<file path="config.mk">
export PLATFORM = sky130hd
export DESIGN_NAME = qgate_stream_engine
export DESIGN_NICKNAME = d
export VERILOG_FILES = /design/src/rtl/fixed_point_params_pkg.sv /design/src/rtl/qgate_stream_engine_butterfly.sv /design/src/rtl/qgate_stream_engine.sv
export SDC_FILE = /design/constraint.sdc
export NUM_CORES = 1
export LEC_CHECK = 0
export ABC_CLOCK_PERIOD_IN_PS = 12700
export CAP_MARGIN = 30
export CORE_MARGIN = 2
export CORE_UTILIZATION = 55
export CTS_BUF_LIST = sky130_fd_sc_hd__clkbuf_4
export CTS_CLUSTER_SIZE = 8
export DETAILED_ROUTE_END_ITERATION = 10
export DONT_BUFFER_PORTS = 1
export PLACE_DENSITY = 0.78
export SYNTH_ARGS = -nofsm -noshare
export SYNTH_HDL_FRONTEND = slang
export SYNTH_SLANG_ARGS = --single-unit
</file>
<file path="constraint.sdc">
create_clock -name clk -period 12.7 [get_ports clk]
set_clock_uncertainty 0.2 [all_clocks]
set_input_delay 0.635 -clock clk [delete_from_list [all_inputs] [get_ports clk]]
set_output_delay 0.635 -clock clk [all_outputs]
set_load 0.01 [all_outputs]
</file>
<file path="src/rtl/fixed_point_params_pkg.sv">
// Fixed-point constants, gate opcodes, FSM states and the saturation helper
// shared by the qubit-gate datapath blocks.
package fixed_point_params;

   localparam int TOTAL_WIDTH  = 8;
   localparam int FP_FRAC      = 4;
   localparam int FP_INV_SQRT2 = 11;

   typedef enum logic [2:0] {
      GATE_I   = 3'd0,
      GATE_X   = 3'd1,
      GATE_Z   = 3'd2,
      GATE_H   = 3'd3,
      GATE_S   = 3'd4,
      GATE_T   = 3'd5,
      GATE_SDG = 3'd6,
      GATE_ILL = 3'd7
   } gate_e;

   typedef enum logic [1:0] {
      ST_IDLE    = 2'd0,
      ST_LOAD    = 2'd1,
      ST_COMPUTE = 2'd2,
      ST_UNLOAD  = 2'd3
   } state_e;

   // Clamp a wide signed value into the range of a w-bit two's complement number.
   function automatic logic signed [63:0] saturate(input logic signed [63:0] x, input int w);
      logic signed [63:0] hi;
      logic signed [63:0] lo;
      hi = (64'sd1 <<< (w - 1)) - 64'sd1;
      lo = -(64'sd1 <<< (w - 1));
      if (x > hi) return hi;
      if (x < lo) return lo;
      return x;
   endfunction

endpackage

</file>
<file path="src/rtl/qgate_stream_engine_butterfly.sv">
// Combinational single-qubit gate on one amplitude pair: W+1-bit sums,
// full-width products, floor shift by FRAC, saturation on every result.
module qgate_butterfly #(
   parameter int W         = fixed_point_params::TOTAL_WIDTH,
   parameter int FRAC      = fixed_point_params::FP_FRAC,
   parameter int INV_SQRT2 = fixed_point_params::FP_INV_SQRT2
) (
   input  logic        [2:0]   gate,
   input  logic signed [W-1:0] a0_r,
   input  logic signed [W-1:0] a0_i,
   input  logic signed [W-1:0] a1_r,
   input  logic signed [W-1:0] a1_i,
   output logic signed [W-1:0] y0_r,
   output logic signed [W-1:0] y0_i,
   output logic signed [W-1:0] y1_r,
   output logic signed [W-1:0] y1_i
);
   import fixed_point_params::*;

   typedef logic signed [63:0] wide_t;

   function automatic logic signed [W-1:0] fit(input wide_t x);
      wide_t s;
      s = saturate(x, W);
      return s[W-1:0];
   endfunction

   function automatic wide_t scale(input logic signed [W:0] s);
      return (wide_t'(s) * wide_t'(INV_SQRT2)) >>> FRAC;
   endfunction

   logic signed [W:0] add_r, add_i, sub_r, sub_i, t_dif, t_sum;

   assign add_r = (W+1)'(a0_r) + (W+1)'(a1_r);
   assign add_i = (W+1)'(a0_i) + (W+1)'(a1_i);
   assign sub_r = (W+1)'(a0_r) - (W+1)'(a1_r);
   assign sub_i = (W+1)'(a0_i) - (W+1)'(a1_i);
   assign t_dif = (W+1)'(a1_r) - (W+1)'(a1_i);
   assign t_sum = (W+1)'(a1_r) + (W+1)'(a1_i);

   always_comb begin
      y0_r = a0_r;
      y0_i = a0_i;
      y1_r = a1_r;
      y1_i = a1_i;
      case (gate_e'(gate))
         GATE_X: begin
            y0_r = a1_r;
            y0_i = a1_i;
            y1_r = a0_r;
            y1_i = a0_i;
         end
         GATE_Z: begin
            y1_r = fit(-wide_t'(a1_r));
            y1_i = fit(-wide_t'(a1_i));
         end
         GATE_H: begin
            y0_r = fit(scale(add_r));
            y0_i = fit(scale(add_i));
            y1_r = fit(scale(sub_r));
            y1_i = fit(scale(sub_i));
         end
         GATE_S: begin
            y1_r = fit(-wide_t'(a1_i));
            y1_i = a1_r;
         end
         GATE_T: begin
            y1_r = fit(scale(t_dif));
            y1_i = fit(scale(t_sum));
         end
         GATE_SDG: begin
            y1_r = a1_i;
            y1_i = fit(-wide_t'(a1_r));
         end
         default: ;
      endcase
   end

endmodule

</file>
<file path="src/rtl/qgate_stream_engine.sv">
// Serial state-vector gate engine: load 2^NQ amplitudes, apply one optionally
// controlled gate pair-by-pair in place, stream out in natural or bit-reversed order.
//
// state      | meaning
// -----------+-----------------------------------------------------------
// ST_IDLE    | cfg_ready high; legal cfg latches and starts a load
// ST_LOAD    | in_ready high; accepts amplitudes 0 .. 2^NQ-1
// ST_COMPUTE | one amplitude pair per cycle through the butterfly
// ST_UNLOAD  | streams the buffer out; returns to idle after out_last
module qgate_stream_engine #(
   parameter int  NQ        = 3,
   parameter int  W         = fixed_point_params::TOTAL_WIDTH,
   parameter int  FRAC      = fixed_point_params::FP_FRAC,
   parameter int  INV_SQRT2 = fixed_point_params::FP_INV_SQRT2,
   localparam int CW        = ($clog2(NQ) > 1) ? $clog2(NQ) : 1
) (
   input  logic                clk,
   input  logic                rst_n,
   input  logic                cfg_valid,
   output logic                cfg_ready,
   input  logic        [2:0]   cfg_gate,
   input  logic        [CW-1:0] cfg_target,
   input  logic        [CW-1:0] cfg_ctrl,
   input  logic                cfg_ctrl_en,
   input  logic                cfg_bitrev,
   input  logic                in_valid,
   output logic                in_ready,
   input  logic signed [W-1:0] in_r,
   input  logic signed [W-1:0] in_i,
   output logic                out_valid,
   input  logic                out_ready,
   output logic signed [W-1:0] out_r,
   output logic signed [W-1:0] out_i,
   output logic        [NQ-1:0] out_idx,
   output logic                out_last,
   output logic                busy,
   output logic                err
);
   import fixed_point_params::*;

   localparam int N  = 1 << NQ;
   localparam int NP = N / 2;

   state_e state, state_nxt;

   logic [2:0]    gate_q;
   logic [CW-1:0] tgt_q, ctl_q;
   logic          ctl_en_q, bitrev_q;
   logic [NQ-1:0] wr_idx, k_cnt, rd_addr;
   logic [NQ-2:0] pair;

   logic signed [W-1:0] buf_r [N];
   logic signed [W-1:0] buf_i [N];

   logic cfg_fire, cfg_legal, in_fire, out_fire;

   assign cfg_ready = (state == ST_IDLE);
   assign in_ready  = (state == ST_LOAD);
   assign busy      = (state != ST_IDLE);
   assign cfg_fire  = cfg_valid && cfg_ready;
   assign in_fire   = in_valid && in_ready;
   assign out_fire  = out_valid && out_ready;

   assign cfg_legal = (cfg_gate != GATE_ILL) && (int'(cfg_target) < NQ) &&
                      (!cfg_ctrl_en || ((int'(cfg_ctrl) < NQ) && (cfg_ctrl != cfg_target)));

   // Pair addresses: a zero bit is spliced into the pair counter at the target position.
   logic [NQ-1:0] p_ext, lo_mask, i0, i1;
   logic          pair_active;

   always_comb begin
      p_ext       = {1'b0, pair};
      lo_mask     = (NQ'(1) << tgt_q) - NQ'(1);
      i0          = ((p_ext >> tgt_q) << (int'(tgt_q) + 1)) | (p_ext & lo_mask);
      i1          = i0 | (NQ'(1) << tgt_q);
      pair_active = !ctl_en_q || i0[ctl_q];
   end

   logic        [2:0]   bf_gate;
   logic signed [W-1:0] y0_r, y0_i, y1_r, y1_i;

   assign bf_gate = pair_active ? gate_q : GATE_I;

   qgate_butterfly #(.W(W), .FRAC(FRAC), .INV_SQRT2(INV_SQRT2)) u_butterfly (
      .gate (bf_gate),
      .a0_r (buf_r[i0]),
      .a0_i (buf_i[i0]),
      .a1_r (buf_r[i1]),
      .a1_i (buf_i[i1]),
      .y0_r (y0_r),
      .y0_i (y0_i),
      .y1_r (y1_r),
      .y1_i (y1_i)
   );

   always_comb begin
      rd_addr = k_cnt;
      if (bitrev_q) begin
         for (int b = 0; b < NQ; b++) rd_addr[b] = k_cnt[NQ-1-b];
      end
   end

   always_ff @(posedge clk or negedge rst_n) begin
      if (!rst_n) state <= ST_IDLE;
      else        state <= state_nxt;
   end

   always_comb begin
      state_nxt = state;
      case (state)
         ST_IDLE:    if (cfg_fire && cfg_legal)                  state_nxt = ST_LOAD;
         ST_LOAD:    if (in_fire && (wr_idx == NQ'(N - 1)))      state_nxt = ST_COMPUTE;
         ST_COMPUTE: if (pair == (NQ-1)'(NP - 1))                state_nxt = ST_UNLOAD;
         ST_UNLOAD:  if (out_fire && out_last)                   state_nxt = ST_IDLE;
         default:                                                state_nxt = ST_IDLE;
      endcase
   end

   // Buffer contents are don't-care after reset, so the array carries no reset.
   always_ff @(posedge clk) begin
      if (in_fire) begin
         buf_r[wr_idx] <= in_r;
         buf_i[wr_idx] <= in_i;
      end
      if (state == ST_COMPUTE) begin
         buf_r[i0] <= y0_r;
         buf_i[i0] <= y0_i;
         buf_r[i1] <= y1_r;
         buf_i[i1] <= y1_i;
      end
   end

   always_ff @(posedge clk or negedge rst_n) begin
      if (!rst_n) begin
         gate_q    <= '0;
         tgt_q     <= '0;
         ctl_q     <= '0;
         ctl_en_q  <= 1'b0;
         bitrev_q  <= 1'b0;
         wr_idx    <= '0;
         pair      <= '0;
         k_cnt     <= '0;
         err       <= 1'b0;
         out_valid <= 1'b0;
         out_last  <= 1'b0;
         out_r     <= '0;
         out_i     <= '0;
         out_idx   <= '0;
      end else begin
         err <= 1'b0;
         case (state)
            ST_IDLE: begin
               if (cfg_fire) begin
                  if (cfg_legal) begin
                     gate_q   <= cfg_gate;
                     tgt_q    <= cfg_target;
                     ctl_q    <= cfg_ctrl;
                     ctl_en_q <= cfg_ctrl_en;
                     bitrev_q <= cfg_bitrev;
                     wr_idx   <= '0;
                     pair     <= '0;
                  end else begin
                     err <= 1'b1;
                  end
               end
            end
            ST_LOAD: if (in_fire) wr_idx <= wr_idx + NQ'(1);
            ST_COMPUTE: begin
               pair  <= pair + (NQ-1)'(1);
               k_cnt <= '0;
            end
            ST_UNLOAD: begin
               if (out_fire && out_last) begin
                  out_valid <= 1'b0;
                  out_last  <= 1'b0;
               end else if (!out_valid || out_ready) begin
                  out_valid <= 1'b1;
                  out_r     <= buf_r[rd_addr];
                  out_i     <= buf_i[rd_addr];
                  out_idx   <= k_cnt;
                  out_last  <= (k_cnt == NQ'(N - 1));
                  k_cnt     <= k_cnt + NQ'(1);
               end
            end
            default: ;
         endcase
      end
   end

endmodule

</file>
Word-level counts from Yosys, hierarchy flattened
Memory sizes are Yosys's and may differ from the RTL's. A register that Yosys moved wholly into a read port is not among the register bits. Index checks and enable logic that the tools add are counted.

Register bits after elaboration: 25. Memories: 2. Input bits: 30. Logic and storage cells: 237. Bits in writable memories: 128.

Equality and inequality tests: 23. $add $sub $neg: 13. Reductions and logical operators: 32. Muxes and demuxes: 122. Magnitude comparators: 19. Shifts and indexed selects: 3. Multiply operators: 6. Bitwise operators: 4.

Memories: buf_i (depth 8, width 8, rd ports 3, clocked after Yosys merged registers in 1, wr ports 2, RTL line qgate_stream_engine.sv:53) `logic signed [W-1:0] buf_i [N];`; buf_r (depth 8, width 8, rd ports 3, clocked after Yosys merged registers in 1, wr ports 2, RTL line qgate_stream_engine.sv:52) `logic signed [W-1:0] buf_r [N];`.

Operators with widths (number): 2-to-1 mux 8 bit (38); > comparator 64 x 8 -> 1 bit (second input constant) (2); < comparator 64 x 8 -> 1 bit (second input constant) (2); negation 8 -> 64 bit (2); case mux 8 bit (6 select lines) (2); multiplier 9 x 5 -> 14 bit (second input constant) (6); > comparator 10 x 8 -> 1 bit (second input constant) (6); < comparator 10 x 8 -> 1 bit (second input constant) (6); 2-to-1 mux 1 bit (60); case mux 8 bit (2 select lines) (2); adder 8 x 8 -> 9 bit (3); 2-to-1 mux 3 bit (9); subtractor 8 x 8 -> 9 bit (3); OR reduction 8 bit (2); equality test 3 bit (second input constant) (5); 2-to-1 mux 2 bit (6); case mux 3 bit (2 select lines) (2); AND reduction 3 bit (4); != test 2 x 1 -> 1 bit (second input constant) (5); nonzero test 2 bit (5); logical AND 1 bit (9); != test 2 bit (second input constant) (4); case mux 2 bit (4 select lines) (1); AND reduction 4 bit (2); other kinds (24) (36).

Depth between registers and ports, before layout
An unclocked memory read counts as a cell.

Depth in word-level cells: 17. Depth in mapped cells: 40. Gate-level depth less buffers: 35.

Cells and area by module
From an unflattened synthesis, not the netlist that was laid out.

Cell total of the unflattened synthesis: 2277. Area, all modules: 19658.9 um^2.

By module, submodules not included: qgate_stream_engine (cells an instance 1060, sequential area each 4869.7 um^2, area each 10936.7 um^2, instances 1); qgate_butterfly (cells an instance 1217, sequential area each 0.0 um^2, area each 8722.1 um^2, instances 1).

Worst setup path after synthesis
No wires, ideal clock.

Path kind: register to register. From: register tgt_q[0]. To: memory buf_r[1][5] in the netlist's numbering, data pin. Arrival time: 8264 ps. Buffers on the path: 6. Required time: 12349 ps. Slack: 4085 ps. Stages on the path, launching flop included: 35. Library setup time: 151 ps. Clock period less this slack: 8615 ps. Cell sequence: dfrtp_1 > buf_6 > inv_1 > ha_1 > or3_1 > buf_4 > o21ai_2 > buf_6 > buf_6 > buf_2 > mux4_2 > mux2i_1 > inv_1 > ha_1 > clkbuf_1 > a21oi_1 > o21bai_1 > a2111oi_0 > nor2_1 > xor2_1 > inv_1 > fa_1 > inv_1 > ha_1 > and2_1 > o21ai_0 > o211ai_1 > a21oi_1 > nor4b_1 > o41a_1 > nor3_1 > nand3_1 > a21oi_1 > o22ai_1 > mux2i_1.

RTL lines: start, declared (RTL line qgate_stream_engine.sv:47) `logic [CW-1:0] tgt_q, ctl_q;`; start signal, assigned (RTL line qgate_stream_engine.sv:156) `tgt_q <= cfg_target;`; end, declared (RTL line qgate_stream_engine.sv:52).

==> flow_summary.toml <==
[status]
status = "completed"

[route]
ant_nets = 0
wire_per_inst_um = 24.1
avgViaCountPerCell = 6.84
drt_wl_total_um = 65400
dr.pass1.iters = 7
vias = 18500
drc_errors = 0
first_iter_violations = 2709

[timing]
setup-tns-final_ns = 0
period_share_pct = 81.2
relSlewSlack_pct = 23.0
final_hold_viol_count = 0
fmax_ghz = 0.0969
rsz0062_at_grt = "no"
tightest_slew_ns = 1.14
setup_viol_count_final = 0
final.min_clock_period_ns = 10.32
slew_viol_final = 0

[critical_path]
crit_type = "register to register"
critPathSlowestCell = "o41ai_1"
required_ns = 12.85
worstSetupStartpointType = "register"
cp-startpoint = "tgt_q[0]"
worst_setup_path_end_kind = "register"
critical_path.max_fanout = 47
timing.rr.start = "tgt_q[0]"
cp_slowest_stage_delay_ns = 0.69
critPathArrivalTime_ns = 10.46

[floorplan]
die_y_um = 194
pin_count = 55
design.die.area_sq_mm = 0.0376
die_w_um = 194
start_util_pct = 55.7
num_rows = 69
core_area_sq_mm = 0.0356

[logic_synthesis]
syn_area_sq_mm = 0.0198
synth-warning-count = 0
ys_seq_elements = 169
avgSynthCellArea_sq_um = 8.75
async_reset_ff_share_pct = 24.3
postSynthCellCount = 2264
synth_nets = 2513
ys_types = 106
synthFlopType = "edfxtp_1"
synth-edff-count = 128
synth_seq_area_share_pct = 24.6

[place]
hpwl_um = 48000
port_buffers = 0
globalplace.congestion = 0.986

[cts]
cts_resized = 0
clk_pin_slew_ns = 0.15
numCtsBuffers = 17
clk_latency_ns = 0.61
clockBufferDepth = 2
root_buffer = "clkbuf_4"
htree_num_levels = 4
cts.sinks = 169
cts_tree = "built"

[layout]
drive_gt1_share_pct = 9.90
fin_nets = 2479
area_delta_synth_final_pct = 5.09
regArea_sq_mm = 0.00487
multi_input_area_sq_mm = 0.0138
fillCellCount = 3104

[hold_path]
hold_path.class = "primary input to register"
min_from = "cfg_ctrl_en"

[flow_run]
maxCapViolCount = 0

[grt]
grt.overflow.total = 0
grt.total_usage_pct = 34.0
grt_first_pass_wirelength_um = 100000
grt_pass1_vias = 18000
grt_max_degree = 51
antenna_found_initial = 5
==> critical path: cells and delay by family (launching register included) <==
| family | cells | cell delay [ns] |
|---|---|---|
| compound gates | 12 | 3.81 |
| fa+ha+maj | 5 | 2.00 |
| simple gates | 4 | 1.24 |
| mux | 3 | 1.18 |
| buf+inv | 5 | 1.02 |
| flops | 1 | 0.57 |
==> final timing paths <==
path	slack, ns	cells after the start	endpoint
max	2.38	29	buf_r[5][5]
min	0.06	2	err
max reg2reg	2.38	29	buf_r[5][5]
min reg2reg	0.36	2	out_r[2]
max in group asynchronous	11.79	2	wr_idx[1]
min in group asynchronous	0.31	2	out_idx[1]
==> sequential cells by signal, indices dropped and copies added (netlist names) <==
register and cells:
out_last 1, ctl_q 2, out_idx 3, err 1
tgt_q 2, ctl_en_q 1, out_valid 1, wr_idx 3
out_i 8, pair 2, gate_q 3, out_r 8
buf_i 64, buf_r 64, k_cnt 3, state 2
bitrev_q 1
==> metrics by stage <==
stage	instances	cell area, sq um	hold WS [ns]	setup WS (ns)	util, %
2_1_floorplan	2264	19800	0.139	4.09	-
3_3_place_gp	2657	20400	0.140	2.75	57.3
3_5_place_dp	2660	20400	0.140	2.53	57.5
4_1_cts	2704	20800	0.0308	2.53	58.5
5_1_grt	2706	20800	0.0392	1.65	58.6
6_report	2707	20800	0.0624	2.38	58.6
==> routing by layer <==
layer | GRT usage, % | up-vias | wire, um
met4 | 15.7 | 4 | 3400
li1 | - | 8240 | -
met3 | 8.26 | 280 | 8350
met1 | 43.1 | 8758 | 24200
met5 | 0 | - | 34
met2 | 54.9 | 1247 | 29400
==> cell usage after synthesis, types with 16 or more instances <==
master	instances	area share, %
a211oi_1	20	0.76
a21o_1	21	0.80
a21oi_1	103	2.6
a31oi_1	22	0.69
and2_1	16	0.51
and3_1	31	0.98
clkbuf_1	95	1.8
dfrtp_1	41	5.2
edfxtp_1	128	19
fa_1	30	3.0
ha_1	189	12
inv_1	187	3.5
mux2_2	16	0.91
mux2i_1	114	5.8
mux4_2	50	5.7
nand2_1	300	5.7
nand3_1	99	2.5
nand4_1	21	0.66
nor2_1	118	2.2
nor2b_1	17	0.54
nor3_1	50	1.3
o211ai_1	22	0.83
o21ai_0	108	2.7
o21ai_1	22	0.56
o22ai_1	16	0.51
xnor2_1	90	4.0
xor2_1	26	1.1
==> kinds of logic after synthesis <==
kind of cell	Yosys count	share of synthesized area, %
compound gates	516	18.2
xor+xnor	116	5.13
fa+ha+maj	221	15.1
buf+inv	310	6.14
flops	169	24.6
mux	184	12.7
simple gates	748	18.1
==> final cells by class <==
cell class              instances  area share [%]
clock buffers                  18           0.649
flip-flops and latches        169            23.4
clock inverters                14           0.571
inverters                     193            3.48
multi-input cells            1785            66.5
well taps                     461            2.77
diodes                          3          0.0360
repair buffers                 64            2.64
==> placed cells by master, fill, tap and decap left out, types with 16 or more instances in the layout <==
cell,n
nand2_1,300
and2_1,16
fa_1,30
inv_1,187
and3_1,31
nand4_1,21
clkbuf_4,18
dfrtp_1,40
nor2b_1,17
a21o_1,21
ha_1,188
nand3_1,99
a31oi_1,21
mux2i_1,112
o21ai_1,22
mux4_2,50
xnor2_1,90
nor3_1,48
o21ai_0,102
nor2_1,117
a21oi_1,103
buf_4,49
edfxtp_1,128
mux2_2,16
a211oi_1,20
o211ai_1,22
o22ai_1,16
xor2_1,26
==> what timing repair did <==
item,in CTS,in global routing
endpoints found under the hold margin,51,0
buffers inserted,0,0
hold buffers,12,0
Power is left out: the tool's default activity adds up to more than one toggle a clock period on the data nets, which glitch-free logic cannot reach.
